### config.mk
export PLATFORM = sky130hd
export DESIGN_NAME = user_ram_arbiter_flat
export DESIGN_NICKNAME = d
export VERILOG_FILES = /design/src/rtl/user_ram_pkg.sv /design/src/rtl/user_ram_arbiter_if.sv /design/src/rtl/user_ram_rd_tag_pipe.sv /design/src/rtl/user_ram_arbiter.sv /design/src/flat_wrapper.sv
export SDC_FILE = /design/constraint.sdc
export NUM_CORES = 1
export LEC_CHECK = 0
export BUFFER_PORTS_ARGS = -buffer_cell sky130_fd_sc_hd__buf_4
export CORE_ASPECT_RATIO = 0.6
export CORE_MARGIN = 2
export CORE_UTILIZATION = 40
export DETAILED_ROUTE_END_ITERATION = 6
export HOLD_SLACK_MARGIN = 0.08
export PLACE_DENSITY = 0.75
export SETUP_SLACK_MARGIN = 0.5
export SLEW_MARGIN = 40
export SYNTH_ARGS = -nofsm -noshare
export SYNTH_HDL_FRONTEND = slang
export SYNTH_SLANG_ARGS = --single-unit
### constraint.sdc
create_clock -name Clock -period 1.7 [get_ports Clock]
set_input_delay 0.255 -clock Clock [delete_from_list [all_inputs] [get_ports Clock]]
set_output_delay 0.255 -clock Clock [all_outputs]
set_load 0.02 [all_outputs]
### src/rtl/user_ram_pkg.sv
// Shared types and constants for the fabric user-port RAM arbiter.
//   state_t   : arbiter state (INIT until RAM initialisation completes, then RUN)
//   req_id_t  : requester identifier (two requesters -> one bit)
//   NUM_REQ   : number of fabric requesters
//   DEF_*     : default RAM user-port widths
//   STAT_W    : width of the optional statistics counters (USER_RAM_ARB_STATS_EN)
package user_ram_pkg;

    typedef enum logic {
        INIT = 1'b0,
        RUN  = 1'b1
    } state_t;

    typedef logic req_id_t;

    localparam int NUM_REQ    = 2;
    localparam int DEF_ADDR_W = 6;
    localparam int DEF_DATA_W = 8;
    localparam int STAT_W     = 16;

    localparam logic [STAT_W-1:0] STAT_MAX = '1;

    // Saturating increment used by the statistics counters.
    function automatic logic [STAT_W-1:0] sat_inc(input logic [STAT_W-1:0] v);
        return (v == STAT_MAX) ? v : v + 1'b1;
    endfunction

endpackage

### src/rtl/user_ram_arbiter_if.sv
// Requester-side bus of the user RAM arbiter.
//   req    : per-requester access request
//   we     : per-requester direction (1 = write, 0 = read)
//   addr   : per-requester address, requester i at [i*ADDR_W +: ADDR_W]
//   wdata  : per-requester write data, requester i at [i*DATA_W +: DATA_W]
//   gnt    : combinational accept; transfer on a rising edge with req[i] & gnt[i]
//   rvalid : one-cycle read-data-valid pulse for the requester that issued the read
//   rdata  : read data, meaningful while any rvalid bit is set
// Modports: master = requester side, slave = arbiter side.
interface user_ram_arbiter_if #(
    parameter int ADDR_W = 6,
    parameter int DATA_W = 8
);
    import user_ram_pkg::*;

    logic [NUM_REQ-1:0]        req;
    logic [NUM_REQ-1:0]        we;
    logic [NUM_REQ*ADDR_W-1:0] addr;
    logic [NUM_REQ*DATA_W-1:0] wdata;
    logic [NUM_REQ-1:0]        gnt;
    logic [NUM_REQ-1:0]        rvalid;
    logic [DATA_W-1:0]         rdata;

    modport master (
        output req, we, addr, wdata,
        input  gnt, rvalid, rdata
    );

    modport slave (
        input  req, we, addr, wdata,
        output gnt, rvalid, rdata
    );

endinterface

### src/rtl/user_ram_rd_tag_pipe.sv
// Read-tag delay line: carries a valid bit and the owning requester ID
// DEPTH cycles so the tag lines up with the RAM's read data.
//   clk       : clock
//   srst      : synchronous active-high clear (drops every in-flight tag)
//   in_valid  : a read strobe is on the RAM port this cycle
//   in_id     : requester that owns that read
//   out_valid : tag emerging DEPTH cycles later
//   out_id    : owner of the emerging tag
module user_ram_rd_tag_pipe
    import user_ram_pkg::*;
#(
    parameter int DEPTH = 1
) (
    input  logic    clk,
    input  logic    srst,
    input  logic    in_valid,
    input  req_id_t in_id,
    output logic    out_valid,
    output req_id_t out_id
);

    logic    valid_reg [DEPTH];
    req_id_t id_reg    [DEPTH];

    always_ff @(posedge clk) begin
        if (srst) begin
            for (int i = 0; i < DEPTH; i++) begin
                valid_reg[i] <= 1'b0;
                id_reg[i]    <= 1'b0;
            end
        end else begin
            valid_reg[0] <= in_valid;
            id_reg[0]    <= in_id;
            for (int i = 1; i < DEPTH; i++) begin
                valid_reg[i] <= valid_reg[i-1];
                id_reg[i]    <= id_reg[i-1];
            end
        end
    end

    assign out_valid = valid_reg[DEPTH-1];
    assign out_id    = id_reg[DEPTH-1];

endmodule

### src/rtl/user_ram_arbiter.sv
// Round-robin arbiter sharing the fabric user port of the dual-port RAM
// between two requesters. Traffic is held off until RAM initialisation
// completes and no new grants are issued while the AHB side is busy. Each
// read is tagged so its data returns only to the requester that issued it.
//
// Ports:
//   Clock          : clock, all logic on the rising edge
//   Sclr           : synchronous active-high reset
//   ram_init_done  : RAM initialisation complete
//   ahb_busy       : AHB side busy, blocks new grants
//   rq             : requester bus (user_ram_arbiter_if.slave)
//   wr_enable_user, waddr_user, wdata_user : RAM write port (registered)
//   rd_enable_user, raddr_user             : RAM read port (registered)
//   rdata_user     : RAM read data, RD_LATENCY cycles after rd_enable_user
//   SEL            : a grant was issued this cycle while running and AHB idle
//
// Optional (macro USER_RAM_ARB_STATS_EN):
//   stat_wr, stat_rd : per-requester saturating write/read transfer counts
//   stat_stall       : saturating count of cycles with a request but no grant
//
// RD_LATENCY is legal from 1 to 3.
module user_ram_arbiter
    import user_ram_pkg::*;
#(
    parameter int ADDR_W     = DEF_ADDR_W,
    parameter int DATA_W     = DEF_DATA_W,
    parameter int RD_LATENCY = 1
) (
    input  logic                Clock,
    input  logic                Sclr,
    input  logic                ram_init_done,
    input  logic                ahb_busy,
    user_ram_arbiter_if.slave   rq,
    output logic                wr_enable_user,
    output logic                rd_enable_user,
    output logic [ADDR_W-1:0]   waddr_user,
    output logic [ADDR_W-1:0]   raddr_user,
    output logic [DATA_W-1:0]   wdata_user,
    input  logic [DATA_W-1:0]   rdata_user,
    output logic                SEL
`ifdef USER_RAM_ARB_STATS_EN
    ,
    output logic [NUM_REQ-1:0][STAT_W-1:0] stat_wr,
    output logic [NUM_REQ-1:0][STAT_W-1:0] stat_rd,
    output logic [STAT_W-1:0]              stat_stall
`endif
);

    state_t             state_reg, state_next;
    req_id_t            last_gnt_reg;
    logic [NUM_REQ-1:0] gnt_c;
    logic               xfer;
    req_id_t            gnt_id;

    logic               wr_en_reg, rd_en_reg;
    req_id_t            rd_id_reg;
    logic [ADDR_W-1:0]  waddr_reg, raddr_reg;
    logic [DATA_W-1:0]  wdata_reg;

    logic               tag_valid;
    req_id_t            tag_id;

    // Per-requester views of the flat address/data buses.
    logic [ADDR_W-1:0]  addr_arr  [NUM_REQ];
    logic [DATA_W-1:0]  wdata_arr [NUM_REQ];

    for (genvar gi = 0; gi < NUM_REQ; gi++) begin : g_slice
        assign addr_arr[gi]  = rq.addr[gi*ADDR_W +: ADDR_W];
        assign wdata_arr[gi] = rq.wdata[gi*DATA_W +: DATA_W];
    end

    // State transition and grant. The grant only ever covers a requesting
    // bit, so any grant bit set is a transfer on the coming edge.
    always_comb begin
        state_next = state_reg;
        gnt_c      = '0;
        case (state_reg)
            INIT: begin
                if (ram_init_done) state_next = RUN;
            end
            RUN: begin
                if (!ram_init_done) begin
                    state_next = INIT;
                end else if (!ahb_busy) begin
                    case (rq.req)
                        2'b01:   gnt_c = 2'b01;
                        2'b10:   gnt_c = 2'b10;
                        // Contention: the requester not served last wins.
                        2'b11:   gnt_c = (last_gnt_reg == 1'b0) ? 2'b10 : 2'b01;
                        default: gnt_c = 2'b00;
                    endcase
                end
            end
            default: state_next = INIT;
        endcase
    end

    assign xfer   = |gnt_c;
    assign gnt_id = gnt_c[1];
    assign SEL    = (state_reg == RUN) && !ahb_busy && xfer;

    always_ff @(posedge Clock) begin
        if (Sclr) begin
            state_reg    <= INIT;
            last_gnt_reg <= 1'b1;
            wr_en_reg    <= 1'b0;
            rd_en_reg    <= 1'b0;
            rd_id_reg    <= 1'b0;
            waddr_reg    <= '0;
            raddr_reg    <= '0;
            wdata_reg    <= '0;
        end else begin
            state_reg <= state_next;
            wr_en_reg <= xfer &&  rq.we[gnt_id];
            rd_en_reg <= xfer && !rq.we[gnt_id];
            if (xfer) begin
                last_gnt_reg <= gnt_id;
                if (rq.we[gnt_id]) begin
                    waddr_reg <= addr_arr[gnt_id];
                    wdata_reg <= wdata_arr[gnt_id];
                end else begin
                    raddr_reg <= addr_arr[gnt_id];
                    rd_id_reg <= gnt_id;
                end
            end
        end
    end

    assign wr_enable_user = wr_en_reg;
    assign rd_enable_user = rd_en_reg;
    assign waddr_user     = waddr_reg;
    assign raddr_user     = raddr_reg;
    assign wdata_user     = wdata_reg;
    assign rq.gnt         = gnt_c;

    // The tag enters alongside the read strobe, so after RD_LATENCY stages
    // it meets the RAM's data for that read.
    user_ram_rd_tag_pipe #(
        .DEPTH (RD_LATENCY)
    ) u_rd_tag_pipe (
        .clk       (Clock),
        .srst      (Sclr),
        .in_valid  (rd_en_reg),
        .in_id     (rd_id_reg),
        .out_valid (tag_valid),
        .out_id    (tag_id)
    );

    assign rq.rvalid = {tag_valid && tag_id, tag_valid && !tag_id};
    assign rq.rdata  = tag_valid ? rdata_user : '0;

`ifdef USER_RAM_ARB_STATS_EN
    for (genvar gi = 0; gi < NUM_REQ; gi++) begin : g_stat
        logic [STAT_W-1:0] wr_cnt_reg, rd_cnt_reg;

        always_ff @(posedge Clock) begin
            if (Sclr) begin
                wr_cnt_reg <= '0;
                rd_cnt_reg <= '0;
            end else if (gnt_c[gi]) begin
                if (rq.we[gi]) wr_cnt_reg <= sat_inc(wr_cnt_reg);
                else           rd_cnt_reg <= sat_inc(rd_cnt_reg);
            end
        end

        assign stat_wr[gi] = wr_cnt_reg;
        assign stat_rd[gi] = rd_cnt_reg;
    end

    logic [STAT_W-1:0] stall_cnt_reg;

    always_ff @(posedge Clock) begin
        if (Sclr) begin
            stall_cnt_reg <= '0;
        end else if ((|rq.req) && !xfer) begin
            stall_cnt_reg <= sat_inc(stall_cnt_reg);
        end
    end

    assign stat_stall = stall_cnt_reg;
`endif

endmodule

### src/flat_wrapper.sv
// flat-port wrapper written by rule: the top's interface ports become plain ports
module user_ram_arbiter_flat import user_ram_pkg::*;
#(
    parameter int ADDR_W     = DEF_ADDR_W,
    parameter int DATA_W     = DEF_DATA_W,
    parameter int RD_LATENCY = 1
)
  (Clock, Sclr, ram_init_done, ahb_busy, wr_enable_user, rd_enable_user, waddr_user, raddr_user, wdata_user, rdata_user, SEL, rq_req, rq_we, rq_addr, rq_wdata, rq_gnt, rq_rvalid, rq_rdata);
  user_ram_arbiter_if #(.ADDR_W(ADDR_W), .DATA_W(DATA_W)) rq_i ();
  input  logic Clock;
  input  logic Sclr;
  input  logic ram_init_done;
  input  logic ahb_busy;
  output logic wr_enable_user;
  output logic rd_enable_user;
  output logic [ADDR_W-1:0] waddr_user;
  output logic [ADDR_W-1:0] raddr_user;
  output logic [DATA_W-1:0] wdata_user;
  input  logic [DATA_W-1:0] rdata_user;
  output logic SEL;
  input wire logic [$bits(rq_i.req)-1:0] rq_req;
  input wire logic [$bits(rq_i.we)-1:0] rq_we;
  input wire logic [$bits(rq_i.addr)-1:0] rq_addr;
  input wire logic [$bits(rq_i.wdata)-1:0] rq_wdata;
  output wire logic [$bits(rq_i.gnt)-1:0] rq_gnt;
  output wire logic [$bits(rq_i.rvalid)-1:0] rq_rvalid;
  output wire logic [$bits(rq_i.rdata)-1:0] rq_rdata;
  assign rq_i.req = rq_req;
  assign rq_i.we = rq_we;
  assign rq_i.addr = rq_addr;
  assign rq_i.wdata = rq_wdata;
  assign rq_gnt = rq_i.gnt;
  assign rq_rvalid = rq_i.rvalid;
  assign rq_rdata = rq_i.rdata;
  user_ram_arbiter #(.ADDR_W(ADDR_W), .DATA_W(DATA_W), .RD_LATENCY(RD_LATENCY)) u_core (.Clock(Clock), .Sclr(Sclr), .ram_init_done(ram_init_done), .ahb_busy(ahb_busy), .rq(rq_i), .wr_enable_user(wr_enable_user), .rd_enable_user(rd_enable_user), .waddr_user(waddr_user), .raddr_user(raddr_user), .wdata_user(wdata_user), .rdata_user(rdata_user), .SEL(SEL));
endmodule
# Word level (Yosys, flattened, before mapping)
# Memory sizes are Yosys's and may differ from the RTL's.
# Cells that the tools add are included.
[op_classes]
bitwise_logic = 2
n_reduce_logical = 14
muxes = 22
magnitude_cmp = 2
eq_ne = 3
[op_table]
columns = ["cell", "count"]
rows = [
  ["2-to-1 mux 8 bit", 4],
  ["2-to-1 mux 6 bit", 3],
  ["2-to-1 mux 1 bit", 10],
  ["2-to-1 mux 2 bit", 4],
  ["logical AND 1 bit", 6],
  ["case mux 2 bit (3 select lines)", 1],
  ["== test 2 bit (second input constant)", 2],
  ["AND reduction 2 bit", 2],
  ["logical NOT 1 bit", 3],
  ["== test 2 x 1 -> 1 bit (second input constant)", 1],
  [">= comparator 2 bit (second input constant)", 1],
  ["< comparator 1 x 2 -> 1 bit (second input constant)", 1],
  ["inverter 1 -> 2 bit", 1],
  ["OR reduction 1 bit", 2],
  ["OR reduction 2 bit", 1],
  ["inverter 1 bit", 1],
]
[word_totals]
out_inout_bits = 35
wordCells = 53
ramBits = 2
regBits = 25
mem_count = 2
in_bits = 44
[mem_list]
columns = ["name", "depth", "width", "read_ports", "rd_clocked_by_memory_dff", "write_ports", "line", "source"]
rows = [
  ["u_core.u_rd_tag_pipe.id_reg", 1, 1, 1, 0, 1, "user_ram_rd_tag_pipe.sv:23", "req_id_t id_reg [DEPTH];"],
  ["u_core.u_rd_tag_pipe.valid_reg", 1, 1, 1, 0, 1, "user_ram_rd_tag_pipe.sv:22", "logic valid_reg [DEPTH];"],
]

# Depth between registers and ports, before layout
[logic_depth]
ltp_word = 9
mapped_depth = 7
ltp_nobuf = 5

# Cells and area by module
# A second synthesis with hierarchy kept.
[unflattened]
cells_unflattened = 134
hier_area_um2 = 1280.0
[modules_own_cells]
columns = ["module", "area_each_um2", "instances", "cells_per_inst", "seq_area_each_um2"]
rows = [
  ["user_ram_arbiter", 1227.4, 1, 130, 500.5],
  ["user_ram_rd_tag_pipe", 52.6, 1, 4, 40.0],
]

# Worst setup path after synthesis
# OpenSTA, ideal clock, no wires.
[synth_timing]
path_kind = "register to register"
startpoint = "register u_core.last_gnt_reg"
endpoint = "register u_core.wdata_reg[2], in the netlist u_core.wdata_user[2]"
setup_slack_ns = 0.294
synth_period_minus_slack_ns = 1.406
arrival_ns = 1.318
required_time_ns = 1.612
setup_ns = 0.088
path_buffers = 2
stages_incl_launch_ff = 8
cell_sequence = "dfxtp_1 a21bo_1 or2_1 buf_6 inv_6 buf_12 nand2_1 a311oi_2"
[synth_between]
elab_chain_cells = 9
elab_cells_between_ends = 13
cone_classes = "10 x mux; 1 x bitwise; 2 x reduce/logical"
[synth_rtl]
columns = ["element", "line", "source"]
rows = [
  ["start: declaration", "user_ram_arbiter.sv:50", "req_id_t last_gnt_reg;"],
  ["start signal: assignment", "user_ram_arbiter.sv:117", "last_gnt_reg <= gnt_id;"],
  ["2-to-1 mux 2 bit (*)", "user_ram_arbiter.sv:89", "2'b11: gnt_c = (last_gnt_reg == 1'b0) ? 2'b10 : 2'b01;"],
  ["case mux 2 bit (3 select lines) (*)", "user_ram_arbiter.sv:85", "case (rq.req)"],
  ["2-to-1 mux 2 bit (*)", "user_ram_arbiter.sv:84", "end else if (!ahb_busy) begin"],
  ["2-to-1 mux 2 bit (*)", "user_ram_arbiter.sv:82", "if (!ram_init_done) begin"],
  ["2-to-1 mux 2 bit (*)", "user_ram_arbiter.sv:77", "case (state_reg)"],
  ["net rq_gnt[1]", "flat_wrapper.sv:25", "output wire logic [$bits(rq_i.gnt)-1:0] rq_gnt;"],
  ["inverter 1 -> 2 bit (not written as such)", "user_ram_arbiter.sv:120", "wdata_reg <= wdata_arr[gnt_id];"],
  ["2-to-1 mux 8 bit (not written as such) (3 in series)", "user_ram_arbiter.sv:120", ""],
  ["end signal: assignment", "user_ram_arbiter.sv:120", ""],
  ["end: declaration", "user_ram_arbiter.sv:58", "logic [DATA_W-1:0] wdata_reg;"],
]
# Mark *: on every way through the listed nets, which the timed path passes. The rest lies on a longest branch. The select of a mux whose other input is x is not followed.
# A chain may end at the register's enable or synchronous reset.

# Worst setup path after layout
[layout_timing]
startpoint = "register u_core.last_gnt_reg"
endpoint = "output port SEL"
[layout_between]
elab_chain_cells = 7
[layout_rtl]
columns = ["element", "line", "source"]
rows = [
  ["2-to-1 mux 2 bit", "user_ram_arbiter.sv:89", ""],
  ["case mux 2 bit (3 select lines)", "user_ram_arbiter.sv:85", ""],
  ["2-to-1 mux 2 bit", "user_ram_arbiter.sv:84", ""],
  ["2-to-1 mux 2 bit", "user_ram_arbiter.sv:82", ""],
  ["2-to-1 mux 2 bit", "user_ram_arbiter.sv:77", ""],
  ["OR reduction 2 bit", "user_ram_arbiter.sv:98", "assign xfer = |gnt_c;"],
  ["logical AND 1 bit", "user_ram_arbiter.sv:100", "assign SEL = (state_reg == RUN) && !ahb_busy && xfer;"],
  ["end: declaration", "flat_wrapper.sv:20", "output logic SEL;"],
]
# Every way passes these cells.

==> results.md <==
* Final wirelength at 4700 um
* Largest net degree at the start of global routing at 28
* Worst reg-to-reg path cell count at 6
* Worst hold path class: in -> reg
* Metal2 WL at 2310 um
* Vias/cell at 5.36
* Max_cap viols at 0
* Clock H-tree levels at 1
* Gate power share at 19.3%
* Cts hold-fix bufs at 0
* RSZ-0062 raised after global routing: true
* WL/cell at 17.3 um
* Dpl hpwl at 3000 um
* Max reg flops at 8
* Fin nets at 272
* Internal power at 0.940 mW
* Crit end category: primary output
* Metal3 WL at 243 um
* Clock root cell: clkbuf_8
* Vias at 1,459
* Synth Cell Area at 1310 um^2
* CP arrival at 1340 ps
* Fraction of layout cells with a size suffix above 1 at 71.8%
* Post-Syn Nets at 179
* Critical Path Fanout Max at 5
* WHS Endpoint: u_core.state_reg$_SDFF_PP0_
* Global-route wire length before repair at 6790 um
* Sequential power share at 51.4%
* Final Cell Area at 2480 um^2
* Reg2Reg Setup Slack at 170 ps
* Die Width at 78.0 um
* Initial core utilization at 41.0%
* Relative slew slack at 73.5%
* CP Launch Type: register
* Clock latency on the worst-skew pair at 280 ps
* Area Overhead vs Synth at 89.0%
* Hold Crit Depth at 2
* Final period utilization at 93.8%
* Mapped Avg Cell Area at 9.73 um^2
* Area of the core at 3200 um^2
* Post-DRT Antenna Nets at 0
* LEAKAGE at 1.12 nW
* Minimum clock period at 1590 ps
* Global placement routability congestion at 0.762
* DRC viols at 0
* Count of state elements after synthesis at 27
* Uppermost layer routed: met4
* Std-Cell Rows at 16
* CTS tree: done
* Number of top-level pins at 79
* Sequential fraction of the synthesis area at 41.1%
* Worst hold slack at 235 ps
* PD cells at 510 nW/um^2
* Placed inst area at 1960 um^2
* Worst vdd ir at 0.000394 V
* Status: complete, no violations
* Met1 Wirelength at 2110 um
* Die Area at 3770 um^2
* Yosys warnings at 0
* Syn Inst Count at 135
* Die height at 48.4 um
* Total CTS buffers at 3
* Clk sinks at 27
* CTS clock-pin slew for the worst setup and hold paths at 90 ps
* Clk_skew at 10.6 ps
* Max Fclk at 0.627 GHz
* # diodes at 0
* Fin. Hold Viols at 0
* Worst EP required at 1440 ps
* Worst r2r src: u_core.last_gnt_reg$_SDFFE_PP1P_
* Hold path start: ram_init_done
* Initial drt markers at 105
* I/O Buffers at 78
* Clock power frac at 29.2%
* Slew Limit Fails at 0
* Total track usage at 22.7%
* Initial antenna violation count at 0
* Total grt overflow at 0
* Endpoints failing setup at 0
* Vias in the first global route at 1,394
* Slew at the pin closest to its max-slew limit at 397 ps
* Netlist cell types at 28
* P_sw at 0.326 mW
* Clock Tree Buf Depth at 2
* WS Path Type: reg -> out
* Switching Fraction at 25.7%
* Detailed Routing Iterations Pass 1 at 4
* Worst reg2reg path endpoint: u_core.wdata_user[1]$_SDFFE_PP0P_
placed cells by master (no fill, tap or decap), types with 3 or more instances in the layout:
| master | synthesis | routed |
|---|---|---|
| nor3_1 | 20 | 20 |
| nor2b_1 | 4 | 3 |
| a311oi_2 | 7 | 8 |
| or2_4 | 0 | 3 |
| and2_4 | 0 | 8 |
| mux2i_4 | 0 | 6 |
| nand2_1 | 18 | 8 |
| a211oi_2 | 0 | 12 |
| nand2_4 | 0 | 8 |
| dfxtp_1 | 27 | 24 |
| buf_4 | 1 | 74 |
| clkbuf_8 | 0 | 3 |
| buf_6 | 3 | 19 |
| buf_12 | 1 | 3 |
power by group through the flow:
stage | combinational, mW | clock (mW) | sequential (mW)
floorplan | 0.0715 | 0 | 0.677
detailed placement | 0.190 | 0 | 0.667
finish | 0.245 | 0.370 | 0.651
CTS | 0.237 | 0.374 | 0.650
global route | 0.260 | 0.404 | 0.652
global placement | 0.183 | 0 | 0.666
layout make-up:
cell class / instances / area (um^2)
Multi-Input combinational cell: 94 / 935
Clock buffer: 3 / 41.3
Clock inverter: 1 / 5.00
Fill cell: 214 / 719
Tap cell: 45 / 56.3
Inverter: 4 / 30.0
Sequential cell: 27 / 547
Timing Repair Buffer: 98 / 870
cells in the mapped netlist (all sizes together):
cell | count | area share [%]
and2b | 1 | 0.57
clkbuf | 3 | 0.86
a211oi | 12 | 6.9
nor4b | 1 | 1.8
dfxtp | 27 | 41
a211o | 1 | 0.67
a21bo | 1 | 0.76
nor2 | 2 | 0.57
nand3b | 1 | 1.5
buf | 8 | 5.8
a2bb2oi | 1 | 0.67
and2 | 9 | 4.3
nand2 | 18 | 5.1
mux2i | 6 | 4.6
inv | 4 | 1.5
or3b | 1 | 0.67
nor2b | 5 | 2.6
a311oi | 8 | 8.7
or2 | 3 | 1.4
nor3 | 23 | 9.9
worst max-delay path: stages (launching register included):
cell and delay, ps:
dfxtp_2 340, a21bo_1 170, or2_1 240, buf_12 160, nand2_4 50, buf_6 110
kinds of logic after synthesis:
group	share of synthesized area, %
AOI/OAI and AO/OA	17.6
buffers and inverters	8.19
DFF	41.1
muxes	4.57
and+or+nand+nor	28.5
stage by stage:
step / cells / power [mW] / setup TNS (ps) / worst slack (ps) / utilization [%]
6_report: 272 / 1.27 / 0 / 106 / 77.5
2_1_floorplan: 135 / 0.749 / 0 / 297 / -
3_5_place_dp: 252 / 0.857 / -14.7 / -9.42 / 61.1
5_1_grt: 272 / 1.32 / 0 / 51.1 / 77.5
3_3_place_gp: 252 / 0.850 / 0 / 97.5 / 61.1
4_1_cts: 266 / 1.26 / 0 / 57.5 / 73.6
timing repair:
item / CTS / global route
pin swaps: 24 / 16
buffers inserted: 9 / 3
setup endpoints to repair: 37 / 37
resized for setup: 64 / 22
gates cloned: 1 / 3
hold endpoints to repair: 0 / 0
worst max path at each step:
stage                                        endpoint  slack [ps]  cells past startpoint                              from
finish                                            SEL         110                      5  u_core.last_gnt_reg$_SDFFE_PP1P_
floorplan           u_core.wdata_user[2]$_SDFFE_PP0P_         300                      7  u_core.last_gnt_reg$_SDFFE_PP1P_
detailed placement  u_core.wdata_user[1]$_SDFFE_PP0P_          -9                      5                          ahb_busy
CTS                                               SEL          60                      5  u_core.last_gnt_reg$_SDFFE_PP1P_
global route                                      SEL          50                      4  u_core.last_gnt_reg$_SDFFE_PP1P_
global placement    u_core.wdata_user[6]$_SDFFE_PP0P_         100                      5                          ahb_busy
metal layers:
layer	GRT usage, %	vias up
met4	6.14	0
met3	4.29	4
li1	-	673
met2	38.4	48
met1	30.1	734
met5	0	-
No activity file was read; power rests on OpenSTA's default activity.
